[config.mk]
export PLATFORM = sky130hd
export DESIGN_NAME = accumulator_controller
export DESIGN_NICKNAME = d
export VERILOG_FILES = /design/src/rtl/accumulator_controller.sv
export SDC_FILE = /design/constraint.sdc
export NUM_CORES = 1
export LEC_CHECK = 0
export ABC_AREA = 0
export CAP_MARGIN = 30
export CORE_UTILIZATION = 45
export DETAILED_ROUTE_END_ITERATION = 7
export GPL_TIMING_DRIVEN = 0
export MAX_ROUTING_LAYER = met4
export PLACE_DENSITY = 0.81
export SYNTH_ARGS = -nofsm -noshare
export SYNTH_HDL_FRONTEND = slang
export SYNTH_SLANG_ARGS = --single-unit
[constraint.sdc]
create_clock -name clk -period 1.7 [get_ports clk]
set_clock_uncertainty 0.15 [all_clocks]
set_input_delay 0.255 -clock clk [delete_from_list [all_inputs] [get_ports clk]]
set_output_delay 0.255 -clock clk [all_outputs]
set_load 0.05 [all_outputs]
[src/rtl/accumulator_controller.sv]
// rtl/accumulator_controller.sv - Moore control FSM for the 8-bit accumulator datapath.
// Optional HALT opcode (101) is enabled by defining CTRL_HALT_EN.
module accumulator_controller #(
  parameter logic [2:0] ALU_ADD = 3'b000,
  parameter logic [2:0] ALU_SUB = 3'b001,
  parameter logic [2:0] ALU_AND = 3'b010,
  parameter logic [2:0] ALU_NOT = 3'b011
) (
  input  logic       clk,
  input  logic       reset,
  input  logic [2:0] toCU,
  output logic       pcEn,
  output logic       selAddress,
  output logic       mr,
  output logic       mw,
  output logic       LSEn,
  output logic       RSEn,
  output logic       DIEn,
  output logic       wordRegEn,
  output logic       dataRegEn,
  output logic       resultRegEn,
  output logic       selALUsrc,
  output logic       enb,
  output logic       CEn,
  output logic       ZEn,
  output logic       NEn,
  output logic [1:0] selData,
  output logic [1:0] selAddressAC,
  output logic [2:0] operation,
  output logic       halted
);

  typedef enum logic [3:0] {
    S_F1, S_F2, S_MRD, S_EX, S_WBA, S_WBL, S_SRD, S_SWR,
    S_MV1, S_MV2, S_U1, S_U2
`ifdef CTRL_HALT_EN
    , S_HALT
`endif
  } state_t;

  typedef struct packed {
    logic       pc_en;
    logic       sel_address;
    logic       mr;
    logic       mw;
    logic       ls_en;
    logic       rs_en;
    logic       di_en;
    logic       word_reg_en;
    logic       data_reg_en;
    logic       result_reg_en;
    logic       sel_alu_src;
    logic       enb;
    logic       c_en;
    logic       z_en;
    logic       n_en;
    logic [1:0] sel_data;
    logic [1:0] sel_address_ac;
    logic [2:0] operation;
  } ctrl_t;

  state_t      r_state;
  logic [2:0]  r_op;
  ctrl_t       r_ctrl;
  logic        r_halted;
  logic [2:0]  w_op;
  state_t      w_next;
  ctrl_t       w_ctrl;

  function automatic state_t next_of(input state_t s, input logic [2:0] op);
    state_t n;
    n = S_F1;
    case (s)
      S_F1: begin
        if (op <= 3'b100)      n = S_F2;
        else if (op == 3'b110) n = S_MV1;
`ifdef CTRL_HALT_EN
        else if (op == 3'b101) n = S_HALT;
`endif
        else                   n = S_U1;
      end
      S_F2:  n = (op == 3'b001) ? S_SRD : S_MRD;
      S_MRD: n = (op == 3'b000) ? S_WBL : S_EX;
      S_EX:  n = S_WBA;
      S_SRD: n = S_SWR;
      S_MV1: n = S_MV2;
      S_U1:  n = S_U2;
`ifdef CTRL_HALT_EN
      S_HALT: n = S_HALT;
`endif
      default: n = S_F1;
    endcase
    return n;
  endfunction

  function automatic ctrl_t decode(input state_t s, input logic [2:0] op);
    ctrl_t c;
    c = '0;
    case (s)
      S_F1: begin
        c.mr = 1'b1; c.ls_en = 1'b1; c.pc_en = 1'b1;
      end
      S_F2: begin
        c.mr = 1'b1; c.rs_en = 1'b1; c.pc_en = 1'b1; c.di_en = 1'b1;
      end
      S_MRD: begin
        c.sel_address = 1'b1; c.mr = 1'b1; c.word_reg_en = 1'b1;
      end
      S_EX: begin
        c.sel_alu_src = 1'b1; c.result_reg_en = 1'b1;
        c.z_en = 1'b1; c.n_en = 1'b1;
        c.c_en = (op != 3'b100);
        case (op)
          3'b011:  c.operation = ALU_SUB;
          3'b100:  c.operation = ALU_AND;
          default: c.operation = ALU_ADD;
        endcase
      end
      S_WBA: begin
        c.sel_data = 2'd1; c.enb = 1'b1;
      end
      S_WBL: c.enb = 1'b1;
      S_SRD: c.data_reg_en = 1'b1;
      S_SWR: begin
        c.sel_address = 1'b1; c.mw = 1'b1;
      end
      S_MV1: begin
        c.sel_address_ac = 2'd1; c.data_reg_en = 1'b1;
      end
      S_MV2: begin
        c.sel_address_ac = 2'd2; c.sel_data = 2'd2; c.enb = 1'b1;
      end
      S_U1: begin
        c.sel_address_ac = 2'd1; c.result_reg_en = 1'b1;
        c.z_en = 1'b1; c.n_en = 1'b1;
        c.c_en = (op != 3'b111);
        c.operation = (op == 3'b111) ? ALU_NOT : ALU_ADD;
      end
      S_U2: begin
        c.sel_address_ac = 2'd2; c.sel_data = 2'd1; c.enb = 1'b1;
      end
      default: c = '0;
    endcase
    return c;
  endfunction

  // The opcode is only on the bus during F1; later states use the latched copy.
  always_comb begin
    w_op   = (r_state == S_F1) ? toCU : r_op;
    w_next = next_of(r_state, w_op);
  end

  // Outputs are registered from the next state so they line up with r_state.
  always_ff @(posedge clk) begin
    if (reset) begin
      r_state  <= S_F1;
      r_op     <= 3'b000;
      r_ctrl   <= decode(S_F1, 3'b000);
      r_halted <= 1'b0;
    end else begin
      r_state <= w_next;
      if (r_state == S_F1) r_op <= toCU;
      r_ctrl  <= decode(w_next, w_op);
`ifdef CTRL_HALT_EN
      r_halted <= (w_next == S_HALT);
`else
      r_halted <= 1'b0;
`endif
    end
  end

  // Reset blanks every output immediately, even mid-instruction.
  assign w_ctrl       = reset ? '0 : r_ctrl;
  assign pcEn         = w_ctrl.pc_en;
  assign selAddress   = w_ctrl.sel_address;
  assign mr           = w_ctrl.mr;
  assign mw           = w_ctrl.mw;
  assign LSEn         = w_ctrl.ls_en;
  assign RSEn         = w_ctrl.rs_en;
  assign DIEn         = w_ctrl.di_en;
  assign wordRegEn    = w_ctrl.word_reg_en;
  assign dataRegEn    = w_ctrl.data_reg_en;
  assign resultRegEn  = w_ctrl.result_reg_en;
  assign selALUsrc    = w_ctrl.sel_alu_src;
  assign enb          = w_ctrl.enb;
  assign CEn          = w_ctrl.c_en;
  assign ZEn          = w_ctrl.z_en;
  assign NEn          = w_ctrl.n_en;
  assign selData      = w_ctrl.sel_data;
  assign selAddressAC = w_ctrl.sel_address_ac;
  assign operation    = w_ctrl.operation;
  assign halted       = reset ? 1'b0 : r_halted;

endmodule

==> results.md, run 1 <==
- M1 GR Usage: 0.251
- Vias in the first global route: 1101
- Clock root cell: clkbuf_4
- Post-synth top area share: 0.388
- Die Area: around 3100 um^2
- Crit path required time: around 1.8 ns
- Routed WL: 3150 um
- Initial core utilization: 0.472
- Data arrival, critical path: slightly below 2 ns
- Slew @ Worst Pin: 0.540 ns
- Layout Nets: 185
- Power per Cell Area: between 1000 and 1500 nW/um^2
- Startpoint Class: register
- Fmax: 0.553 GHz
- Setup TNS Final: -0.259 ns
- Pin count of the biggest net entering global routing: 16
- Classification of the worst setup path: reg -> reg
- Max Cap Violations: 0
- Total core area: approximately 2700 um^2
- Clock Sinks: 25
- CTS tree: yes
- Die Height: 55.6 um
- Number of iterations in the first detailed-routing pass: 4
- Critical path's slowest cell: nor4_4
- Synth area leaders: dfxtp_1, nor2b_1, nor2_1
- Initial antenna violation count: 0
- Detailed placer's ending HPWL: 1990 um
- Max rail drop VDD: 0.843 mV
- Worst-path clk slew: 0.15 ns
- Diode count: 0
- I/O pin cnt: 28
- Gr usage total: 0.209
- FF+latch area: roughly 510 um^2
- Tcrit/Tclk final: 1.06
- Synth Instances: 144
- Multi-input gate area: 751 um^2
- Yosys cell types: 45
- Sequential share of the synthesized area: 0.388
- Failing checks: negative setup slack
- Skew-Pair Late Insertion Delay: 0.34 ns
- Remaining DRCs: 0
- Gr busiest metal: met2
- Slew Viols, Final: 0
- CP max stage delay: 0.39 ns
- Routed Antenna Nets: 0
- Final setup fails: 4
- Met3 Use GR: 0.0375
- Share of layout cells above drive strength 1: 0.430
- Grt ovf: 0
- Row count: 19
- FF+latch count, synth: 25
- Fill count: around 220
- Worst setup EP type: register
- Worst min path class: in -> reg
- CTS H-tree depth: 1
- Area growth, synth to finish: 34.1%
- Leak: 0.705 nW
- Clock Tree Buf Depth: 2
- CP Max Fanout: 9
- First-pass GRT wire length: 5000 um
- Final Core Density: 0.633
- Initial DRC count: 45
- Met2 usage: 0.344
- Avg Synthesized Cell Area: roughly 9 um^2
- Via/cell ratio: 5.66
- Final min period: 1.81 ns
- RSZ-0062 raised after global routing: yes
- Syn Std Cell Area: 1290 um^2
- Final WS setup: -0.108 ns
- Num CTS Buffers: 3
- CP Cell Sequence: buf_8, nor4_4, mux2i_1, nand4_1, a221oi_2
- Max_slew headroom: 0.640
- Fin. Hold Viols: 0
- YS warnings: 0
- Yosys top cell by area: dfxtp_1
- WL/cell: 15.0 um
- Chip width: between 50 and 60 um
- Port Buf Inserts: 22
- GP Congestion: between 0.8 and 0.9
- Outcome: complete, but fails checks
- Via count: ~1200
final cells by class:
cell class | instances | share of cell area
well taps | 31 | 0.0224
multi-input cells | 100 | 0.434
repair buffers | 32 | 0.164
clock inverters | 1 | 0.00434
plain buffers | 15 | 0.0629
flip-flops and latches | 25 | 0.293
clock buffers | 3 | 0.0130
inverters | 3 | 0.00650
per-layer routing:
layer,wire (um),up-vias
met4,89,0
met1,1270,569
met5,0,-
met2,1620,50
met3,165,7
li1,-,563
Yosys cell counts, drive strengths merged:
master	n
or3	1
mux2i	1
clkbuf	5
a211oi	1
a31o	1
a21oi	5
o211ai	3
a221oi	3
or4	1
mux2	1
or2	1
or2b	1
nor4bb	1
dfxtp	25
nor3	5
and2	2
nand2	9
nor2	15
nor4	3
nand3	5
buf	12
o211a	1
xor2	1
nand4	4
o21a	2
conb	1
o31ai	1
o41ai	1
a32o	1
o221ai	1
nor2b	19
a21o	1
o21ai	5
nor3b	1
o21bai	1
inv	3
cells by family (layout without fill, tap and decap cells):
group,Yosys count,in the layout,synth area share
AO/OA/AOI/OAI,27,27,0.169
flip-flops,25,25,0.388
XOR/XNOR,1,1,0.00678
buffers and inverters,20,54,0.101
other,1,2,0.00290
multiplexers,2,2,0.0165
AND/OR/NAND/NOR,68,68,0.317
critical path, delay by kind of cell (launching register included):
family                 cells  cell delay [ns]
and+or+nand+nor            2             0.55
DFF                        1             0.36
muxes                      1             0.33
AOI/OAI and AO/OA          1             0.23
buffers and inverters      1             0.14
worst paths after layout:
| kind | from | endpoint | cells after the start | slack (ns) |
|---|---|---|---|---|
| max | r_state[2]$_SDFF_PP0_ | r_ctrl[0]$_SDFF_PP0_ | 5 | -0.11 |
| min | toCU[1] | r_op[1]$_SDFF_PP0_ | 3 | 0.09 |
| max reg2reg | r_state[2]$_SDFF_PP0_ | r_ctrl[0]$_SDFF_PP0_ | 5 | -0.11 |
| min reg2reg | r_op[0]$_SDFF_PP0_ | r_op[0]$_SDFF_PP0_ | 2 | 0.38 |
registers in the layout, indices dropped and copies added, names as in the netlist:
signal	flops
r_ctrl	18
r_op	3
r_state	4
placed cells by master (no fill, tap or decap), types with 4 or more instances in the layout:
| cell type | Yosys | routed |
|---|---|---|
| buf_4 | 6 | 16 |
| clkbuf_2 | 0 | 6 |
| clkdlybuf4s15_2 | 0 | 14 |
| dfxtp_1 | 25 | 19 |
| dfxtp_2 | 0 | 6 |
| nand2_1 | 8 | 8 |
| nand3_1 | 4 | 4 |
| nand4_1 | 4 | 4 |
| nor2_1 | 14 | 12 |
| nor2b_1 | 19 | 17 |
through the flow:
step	instance area (um^2)	instances	total power [W]	setup slack, ns	hold slack (ns)
6_report	1730	210	0.00198	-0.108	0.0938
5_1_grt	1730	210	0.00209	-0.190	0.111
4_1_cts	1680	206	0.00188	-0.0499	0.116
3_5_place_dp	1570	198	0.00156	-0.523	0.379
3_3_place_gp	1570	198	0.00154	-0.503	0.362
2_1_floorplan	1310	145	0.00138	-0.0906	0.244
power by group:
| group | internal (W) | switching [W] | total [W] |
|---|---|---|---|
| logic | 0.000395 | 0.000581 | 0.000975 |
| clock network | 0.0000903 | 0.000191 | 0.000282 |
| registers | 0.000677 | 0.0000493 | 0.000726 |
| total | 0.00116 | 0.000821 | 0.00198 |
timing repair:
action	in CTS	in global routing
resized for setup	68	23
setup endpoints to repair	35	26
pin swaps	5	6
hold buffers	0	0
buffers inserted	6	4
Note: power is estimated with default switching activity, not from simulation.
==> run 2, diff against run 1 <==
--- a/config.mk
+++ b/config.mk
@@ -7,11 +7,11 @@
 export LEC_CHECK = 0
 export ABC_AREA = 0
 export CAP_MARGIN = 30
-export CORE_UTILIZATION = 45
+export CORE_UTILIZATION = 35
 export DETAILED_ROUTE_END_ITERATION = 7
 export GPL_TIMING_DRIVEN = 0
 export MAX_ROUTING_LAYER = met4
-export PLACE_DENSITY = 0.81
+export PLACE_DENSITY = 0.67
 export SYNTH_ARGS = -nofsm -noshare
 export SYNTH_HDL_FRONTEND = slang
 export SYNTH_SLANG_ARGS = --single-unit
==> run 2 against run 1 <==
  * The flow still finishes with violations (negative setup slack)
  * Critical path depth stayed put
  * Sequential power is 0.6% higher
  * Clock power is 27% higher
  * Critical endpoint unchanged
  * Largest cell class unchanged
  * Largest power group unchanged
==> results.md, run 2 (same netlist as run 1, synthesis figures left out) <==
- CP Max Fanout: 10
- Fmax: 0.568 GHz
- CP Cell Sequence: buf_8, nor4_4, mux2i_1, nand4_1, a221oi_2
- Critical path's slowest cell: nor4_4
- Area growth, synth to finish: 46.6%
- Final setup fails: 5
- Max_slew headroom: 0.660
- Data arrival, critical path: roughly 1.8 ns
- Routed WL: 3150 um
- Initial core utilization: 0.375
- Worst-path clk slew: around 0.09 ns
- Skew-Pair Late Insertion Delay: roughly 0.28 ns
- CTS H-tree depth: 1
- Num CTS Buffers: 3
- Startpoint Class: register
- Detailed placer's ending HPWL: 1890 um
- Share of layout cells above drive strength 1: 0.471
- Remaining DRCs: 0
- R2r setup slk: -0.06 ns
- Crit path required time: between 1.5 and 2 ns
- Number of iterations in the first detailed-routing pass: 4
- Routed Antenna Nets: 0
- GP Congestion: 0.843
- Crit. Startpoint: r_state[2]$_SDFF_PP0_
- Total core area: between 3000 and 4000 um^2
- CTS tree: yes
- Grt ovf: 0
- Die Area: between 3000 and 4000 um^2
- Failing checks: negative setup slack
- Worst path bufs/invs: 1
- I/O pin cnt: 28
- Clock Sinks: 25
- Biggest regs: r_ctrl (18), r_state (4), r_op (3)
- Slew @ Worst Pin: between 0.5 and 0.6 ns
- WL/cell: around 13 um
- Pin count of the biggest net entering global routing: 16
- Clock root cell: clkbuf_8
- Worst Reg-to-Reg Cells: 5
- Min Hold Slack: 0.178 ns
- Clock Tree Buf Depth: 2
- Final Core Density: 0.550
- Worst setup EP type: register
- Chip width: 62.7 um
- Fin. Hold Viols: 0
- RSZ-0062 raised after global routing: yes
- Number of flip-flops in the largest register: 18
- Via/cell ratio: 5.01
- Classification of the worst setup path: reg -> reg
- Vias in the first global route: 1065
- Slew Viols, Final: 0
- Leak: 0.781 nW
- Hold Path End: r_op[1]$_SDFF_PP0_
- Register with the most flip-flops: r_ctrl
- Setup WS pre-CTS: -0.502 ns
- Most common cell after layout, fill and taps aside: buf_4
- Worst Hold Path Cells: 3
- Final WS setup: -0.0609 ns
- Initial antenna violation count: 0
- Max rail drop VDD: 0.791 mV
- CP max stage delay: 0.36 ns
- First-pass GRT wire length: 5100 um
- Layout Nets: 195
- Via count: around 1200
- Worst hold start: toCU[1]
- Final min period: between 1.5 and 2 ns
- Diode count: 0
- Power per Cell Area: 1130 nW/um^2
- Reg2reg end: r_ctrl[0]$_SDFF_PP0_
- Worst min path class: in -> reg
- Initial DRC count: 62
- Worst R2R Start: r_state[2]$_SDFF_PP0_
- Port Buf Inserts: 22
- Outcome: complete, but fails checks
- Max Cap Violations: 0
- Row count: 21
- Kind of cell adding the most delay to the critical path: simple AND/OR/NAND/NOR gates
- Gr usage total: 0.172
- Tcrit/Tclk final: 1.04
- Die Height: 62.7 um
- Most frequent cells in the layout: buf_4, dfxtp_1, nor2b_1
-- run 2: report_power, final --
part           total, W  internal, W  switching [W]
Sequential     0.000730     0.000678      0.0000515
Clock          0.000358     0.000166       0.000192
Combinational   0.00105     0.000454       0.000591
Total           0.00213      0.00130       0.000834
-- run 2: layout make-up --
class / instances / area (um^2)
fillers: 305 / 1550
repair buffers: 41 / 365
inverters: 3 / 11.3
clock inverters: 1 / 7.51
clock buffers: 3 / 41.3
well taps: 46 / 57.6
plain buffers: 16 / 129
multi-input cells: 100 / 772
flip-flops and latches: 25 / 509
-- run 2: worst max path at each step --
stage,to,cells past startpoint
final,r_ctrl[0]$_SDFF_PP0_,5
after global placement,ZEn,5
after floorplan,CEn,3
after global routing,r_ctrl[0]$_SDFF_PP0_,5
after CTS,r_ctrl[9]$_SDFF_PP0_,5
after detailed placement,resultRegEn,5
-- run 2: what timing repair did --
item | CTS | global route
hold buffers | 0 | 0
gates cloned | 0 | 0
endpoints found under the setup margin | 36 | 23
pin swaps | 13 | 10
setup buffers | 13 | 6
resized for setup | 75 | 26
-- run 2: routing by layer --
layer	track usage	share of wire	routed length, um	vias to the layer above
li1	-	-	-	582
met1	0.206	0.43	1360	554
met2	0.287	0.50	1590	36
met3	0.0456	0.056	176	5
met4	0.0407	0.0092	29	0
met5	-	0	0	-
-- run 2: worst reg2reg max path: cells and delay by family (launching register included) --
family	cells	cell delay (ns)
multiplexers	1	0.32
AND/OR/NAND/NOR	2	0.52
buffers and inverters	1	0.14
AO/OA/AOI/OAI	1	0.22
flip-flops	1	0.34
-- run 2: stage by stage --
stage / power, W / std cells / TNS, ns / area (um^2)
final: 0.00213 / 235 / -0.156 / 1890
after global routing: 0.00225 / 235 / -0.466 / 1890
after CTS: 0.00203 / 229 / -0.0846 / 1810
after detailed placement: 0.00155 / 213 / -14.53 / 1590
after global placement: 0.00155 / 213 / -13.51 / 1590
after floorplan: 0.00138 / 145 / -1.35 / 1310
==> run 3, diff against run 2 <==
--- a/config.mk
+++ b/config.mk
@@ -6,10 +6,11 @@
 export NUM_CORES = 1
 export LEC_CHECK = 0
 export ABC_AREA = 0
-export CAP_MARGIN = 30
+export CAP_MARGIN = 0
 export CORE_UTILIZATION = 35
 export DETAILED_ROUTE_END_ITERATION = 7
 export GPL_TIMING_DRIVEN = 0
+export HOLD_SLACK_MARGIN = 0.12
 export MAX_ROUTING_LAYER = met4
 export PLACE_DENSITY = 0.67
 export SYNTH_ARGS = -nofsm -noshare
==> results of run 3 <==
Same layout as run 2: the final DEF is identical, and so are final timing and power.
